[config.mk]
export PLATFORM = sky130hd
export DESIGN_NAME = mod_reduce
export DESIGN_NICKNAME = d
export VERILOG_FILES = /design/src/rtl/mod_pkg.sv /design/src/rtl/mod_step.sv /design/src/rtl/mod_reduce.sv
export SDC_FILE = /design/constraint.sdc
export NUM_CORES = 1
export LEC_CHECK = 0
export BUFFER_PORTS_ARGS = -buffer_cell sky130_fd_sc_hd__buf_2
export CAP_MARGIN = 15
export CORE_MARGIN = 8
export CORE_UTILIZATION = 45
export DETAILED_ROUTE_END_ITERATION = 10
export GPL_ROUTABILITY_DRIVEN = 0
export HOLD_SLACK_MARGIN = 0.1
export PLACE_DENSITY = 0.76
export SYNTH_ARGS = -nofsm -noshare
export SYNTH_HDL_FRONTEND = slang
export SYNTH_SLANG_ARGS = --single-unit
[constraint.sdc]
create_clock -name clk -period 6.8 [get_ports clk]
set_clock_uncertainty 0.2 [all_clocks]
set_input_delay 0.34 -clock clk [delete_from_list [all_inputs] [get_ports clk]]
set_output_delay 0.34 -clock clk [all_outputs]
set_load 0.01 [all_outputs]
[src/rtl/mod_pkg.sv]
// Shared definitions for the mod_reduce restoring divider.
package mod_pkg;

    typedef enum logic [1:0] {
        ST_IDLE = 2'd0,
        ST_CALC = 2'd1,
        ST_DONE = 2'd2
    } state_t;

    // Steps per clock must be 1, 2 or 4 and must evenly divide the dividend width.
    function automatic bit steps_legal(input int unsigned steps, input int unsigned dw);
        return ((steps == 1) || (steps == 2) || (steps == 4)) && ((dw % steps) == 0);
    endfunction

endpackage

[src/rtl/mod_step.sv]
// One combinational restoring-division step: shift in a dividend bit, subtract if it fits.
module mod_step #(
    parameter int unsigned SIZE = 64
) (
    input  logic [SIZE:0]   i_acc,
    input  logic [SIZE-1:0] i_divisor,
    input  logic            i_bit,
    output logic [SIZE:0]   o_acc,
    output logic            o_qbit
);

    logic [SIZE:0] w_shift;
    logic [SIZE:0] w_diff;

    assign w_shift = {i_acc[SIZE-1:0], i_bit};
    assign w_diff  = w_shift - {1'b0, i_divisor};
    // A set accumulator MSB means the shifted value already exceeds any SIZE-bit divisor.
    assign o_qbit  = i_acc[SIZE] | (w_shift >= {1'b0, i_divisor});
    assign o_acc   = o_qbit ? w_diff : w_shift;

endmodule

[src/rtl/mod_reduce.sv]
// Iterative restoring divider: AXI-stream dividend/divisor in, remainder and quotient out.
module mod_reduce
    import mod_pkg::*;
#(
    parameter int unsigned SIZE  = 64,
    parameter int unsigned STEPS = 1
) (
    input  logic              clk,
    input  logic              rst_n,
    input  logic [2*SIZE-1:0] input_dividen_tdata,
    input  logic              input_dividen_tvalid,
    output logic              input_dividen_tready,
    input  logic [SIZE-1:0]   input_divisor_tdata,
    input  logic              input_divisor_tvalid,
    output logic              input_divisor_tready,
    output logic [SIZE-1:0]   output_tdata,
    output logic [2*SIZE-1:0] output_quot_tdata,
    output logic              output_tuser,
    output logic              output_tvalid,
    input  logic              output_tready
);

    localparam int unsigned DW     = 2 * SIZE;
    localparam int unsigned CYCLES = DW / STEPS;
    localparam int unsigned CW     = $clog2(CYCLES + 1);

    if (!steps_legal(STEPS, DW)) begin : g_bad_steps
        $error("mod_reduce: STEPS must be 1, 2 or 4 and divide 2*SIZE");
    end

    state_t          r_state;
    state_t          w_next;
    logic [SIZE:0]   r_acc;
    logic [DW-1:0]   r_quot;
    logic [SIZE-1:0] r_div;
    logic [CW-1:0]   r_cnt;
    logic            r_tuser;

    logic            w_rdy;
    logic            w_accept;
    logic            w_last;
    logic [SIZE:0]   w_acc [0:STEPS];
    logic [STEPS-1:0] w_qbits;

    assign w_rdy    = rst_n && (r_state == ST_IDLE);
    assign w_accept = w_rdy && input_dividen_tvalid && input_divisor_tvalid;
    assign w_last   = (r_cnt == CW'(CYCLES - 1));

    assign input_dividen_tready = w_rdy;
    assign input_divisor_tready = w_rdy;
    assign output_tvalid        = (r_state == ST_DONE);
    assign output_tdata         = r_acc[SIZE-1:0];
    assign output_quot_tdata    = r_quot;
    assign output_tuser         = r_tuser;

    // r_quot doubles as the dividend shift register: bits leave at the MSB, quotient bits enter at the LSB.
    assign w_acc[0] = r_acc;
    for (genvar g = 0; g < STEPS; g++) begin : g_step
        mod_step #(.SIZE(SIZE)) u_step (
            .i_acc     (w_acc[g]),
            .i_divisor (r_div),
            .i_bit     (r_quot[DW-1-g]),
            .o_acc     (w_acc[g+1]),
            .o_qbit    (w_qbits[STEPS-1-g])
        );
    end

    always_comb begin
        w_next = r_state;
        case (r_state)
            ST_IDLE: if (w_accept) w_next = (input_divisor_tdata == '0) ? ST_DONE : ST_CALC;
            ST_CALC: if (w_last) w_next = ST_DONE;
            ST_DONE: if (output_tready) w_next = ST_IDLE;
            default: w_next = ST_IDLE;
        endcase
    end

    always_ff @(posedge clk) begin
        if (!rst_n) r_state <= ST_IDLE;
        else        r_state <= w_next;
    end

    always_ff @(posedge clk) begin
        if (!rst_n) begin
            r_acc   <= '0;
            r_quot  <= '0;
            r_div   <= '0;
            r_cnt   <= '0;
            r_tuser <= 1'b0;
        end else begin
            case (r_state)
                ST_IDLE: begin
                    if (w_accept) begin
                        r_acc <= '0;
                        r_cnt <= '0;
                        r_div <= input_divisor_tdata;
                        if (input_divisor_tdata == '0) begin
                            r_quot  <= '1;
                            r_tuser <= 1'b1;
                        end else begin
                            r_quot  <= input_dividen_tdata;
                            r_tuser <= 1'b0;
                        end
                    end
                end
                ST_CALC: begin
                    r_acc  <= w_acc[STEPS];
                    r_quot <= {r_quot[DW-STEPS-1:0], w_qbits};
                    r_cnt  <= r_cnt + 1'b1;
                end
                default: ;
            endcase
        end
    end

endmodule

==> flow_summary.toml <==
[synthesis]
ys_warn_count = 0
syn_nets = 2227
syn_inst = 1964
synth_edf_count = 0
avgSynthCellArea_um2 = 7.65
synthTopCellsByArea = "dfxtp_1 36%, nand2_1 9.3%, a22oi_1 6.5%"
synth_top_cell_by_area = "dfxtp_1"
synth-seq-cells = 268
synth.cell_area_um2 = 15000
ys_seq_area_share_pct = 35.7
async_flop_share_pct = 0
yosysMostFrequentCell = "nand2_1"
synthDistinctLibCells = 69
synthFlopType = "dfxtp_1"
ys_top_cells_by_count = "374 x nand2_1, 268 x dfxtp_1, 194 x a21oi_1"
synth_top_area_share_pct = 35.7

[clock_network]
post_cts_resized = 0
clock-sinks = 268
cts_buffers = 30
cts_tree = "built"
clock_latency_ns = 0.58
htree_levels = 1
cts_setup_buffers = 0
cts-root-buf = "clkbuf_16"
ctsHoldBuffers = 196
cts_max_path_buffers = 3
clkTransAtPathRegs_ns = 0.07

[global_routing]
busiest_layer = "met2"
grt_pass1_vias = 16542
grt_start_max_net_pins = 101
grt_pass1_wl_um = 89900
track_usage_pct = 27.9
use_met2_pct = 47.9
met1_usage_pct = 32.7
grt_use_met3_pct = 5.46
grt_remaining_overflow = 0
grt_antenna_before_repair = 3

[worst_setup_path]
crit_start = "r_div[8]"
slowest_delay_ns = 0.89
r2r-start = "r_div[8]"
cp_num_buf_inv = 2
end_kind = "flip-flop"
startpoint_type = "flip-flop"
cp_max_fo = 50
critPathSlowestCell = "o221a_2"
cp.required_ns = 7.00
critical_path.cell_chain = "inv_1 -> ha_1 -> a21oi_1 -> o21ai_1 -> a221oi_2 -> a31oi_4 -> a211oi_2 -> o31ai_4 -> a41oi_4 -> o221a_2 -> buf_4 -> nor2_1 -> a21oi_1 -> o21ai_1"
path_delay_family = "compound AO/OA/AOI/OAI gates"
worstSetupPathType = "reg2reg"
critPathArrivalTime_ns = 4.80

[final_layout]
finalInstanceArea_um2 = 19600
layout.cells.non_filler = 2863
multiInputGateArea_um2 = 8320
drive_gt1_share_pct = 19.8
fillers = 2837
syn_to_final_growth_pct = 30.7
post-route-util_pct = 59.1
nets = 2654
seqCellArea_um2 = 5370

[sta]
tightest_slew_ns = 1.08
hold_viol = 0
min_period_ns = 4.59
rsz0062_at_grt = "no"
slew_viol_final = 0
tns_ns = 0
slew_headroom_pct = 28.3
fin_crit_sh_pct = 67.5
setup-violations-final = 0
timing.fmax_mhz = 218

[floorplanning]
dieHeight_um = 199
fp.coreArea_um2 = 33200
num_io_pins = 393
initial_core_util_pct = 45.3
die_w_um = 199
core.rowCount = 67
dieArea_um2 = 39500

[detailed_routing]
ant_nets = 0
dr.first_iter.drc_count = 1629
drc = 0
firstDrtPassIters = 6
vias_per_cell = 5.90
routed_wl_um = 57900
vias = 16878
routedWlPerCell_um = 20.2

[worst_hold_path]
holdCritPathClass = "in2reg"
hp-start = "input_dividen_tvalid"

[pwr]
vdd_drop_max_mv = 0.618
p_leak_nw = 8.42
total_power_mw = 10.7
cellPowerDensity_nw_per_um2 = 545

[flow_run]
drv_cap = 0

[placed_design]
placed_cell_area_um2 = 16600
portBuffers = 392
dp_cells = 2611
dp.final_hpwl_um = 38800

[outcome]
status = "finished clean"
==> state kept, by name, summed over array words and instances, names as in the netlist <==
name               flops
r_div                 64
r_cnt                  8
output_tuser           1
r_state                2
output_quot_tdata    128
r_acc                 65
==> where the power goes <==
group	leakage [nW]	switching (mW)	internal, mW
logic	5.74	4.30	2.80
registers	2.17	0.167	1.72
clock network	0.512	0.682	1.03
total	8.42	5.15	5.55
==> stage by stage <==
| stage | hold WS [ns] | setup slack, ns |
|---|---|---|
| 2_1_floorplan | 0.222 | 3.47 |
| 3_5_place_dp | 0.248 | 2.26 |
| 5_1_grt | 0.168 | 1.82 |
| 3_3_place_gp | 0.242 | 2.33 |
| 4_1_cts | 0.129 | 2.23 |
| 6_report | 0.149 | 2.21 |
==> path summary, 6_finish.rpt <==
path | endpoint | cells after the start | slack, ns
hold reg to reg | r_div[62] | 2 | 0.25
setup reg to reg | r_acc[6] | 14 | 2.21
hold / removal | r_div[57] | 4 | 0.15
setup / recovery | r_acc[6] | 14 | 2.21
==> kinds of logic (layout without fill, tap and decap cells) <==
| logic type | Yosys count | in the layout | share of synthesized area (%) |
|---|---|---|---|
| flip-flops | 268 | 268 | 35.7 |
| other | 0 | 3 | 0 |
| AO/OA/AOI/OAI | 692 | 692 | 29.2 |
| buffers and inverters | 291 | 739 | 9.23 |
| AND/OR/NAND/NOR | 584 | 584 | 16.6 |
| multiplexers | 4 | 4 | 0.266 |
| adder cells (fa/ha/maj) | 66 | 66 | 5.55 |
| XOR/XNOR | 59 | 59 | 3.44 |
==> metal layers <==
layer	vias up	wire length, µm
li1	7814	-
met1	7866	21800
met2	992	27600
met3	204	5070
met4	2	3320
met5	-	11
==> tightest hold or removal path: cells and delay by family <==
kind,cells,cell delay [ns]
and+or+nand+nor,2,0.37
buffers and inverters,1,0.12
AOI/OAI and AO/OA,1,0.05
==> placed cells by master (no fill, tap or decap), types with 14 or more instances in the layout <==
master / n
nor2_1: 75
nand4_1: 22
nor3_1: 15
a32oi_1: 14
a21oi_1: 194
nor4_1: 21
clkbuf_16: 30
inv_1: 84
nand2_1: 372
dlygate4sd3_1: 196
a31oi_1: 141
o21ai_0: 100
a22oi_1: 131
nand3_1: 22
dfxtp_1: 268
ha_1: 65
buf_2: 392
a21o_1: 27
xor2_1: 26
xnor2_1: 33
==> area by class of cell <==
class / count / area share (%)
diodes: 3 / 0.0382
inverters: 85 / 1.65
repair buffers: 601 / 20.5
flip-flops and latches: 268 / 27.3
well taps: 448 / 2.85
clock buffers: 42 / 4.36
clock inverters: 11 / 0.937
multi-input cells: 1405 / 42.4
Note: power is estimated with default switching activity, not from simulation.
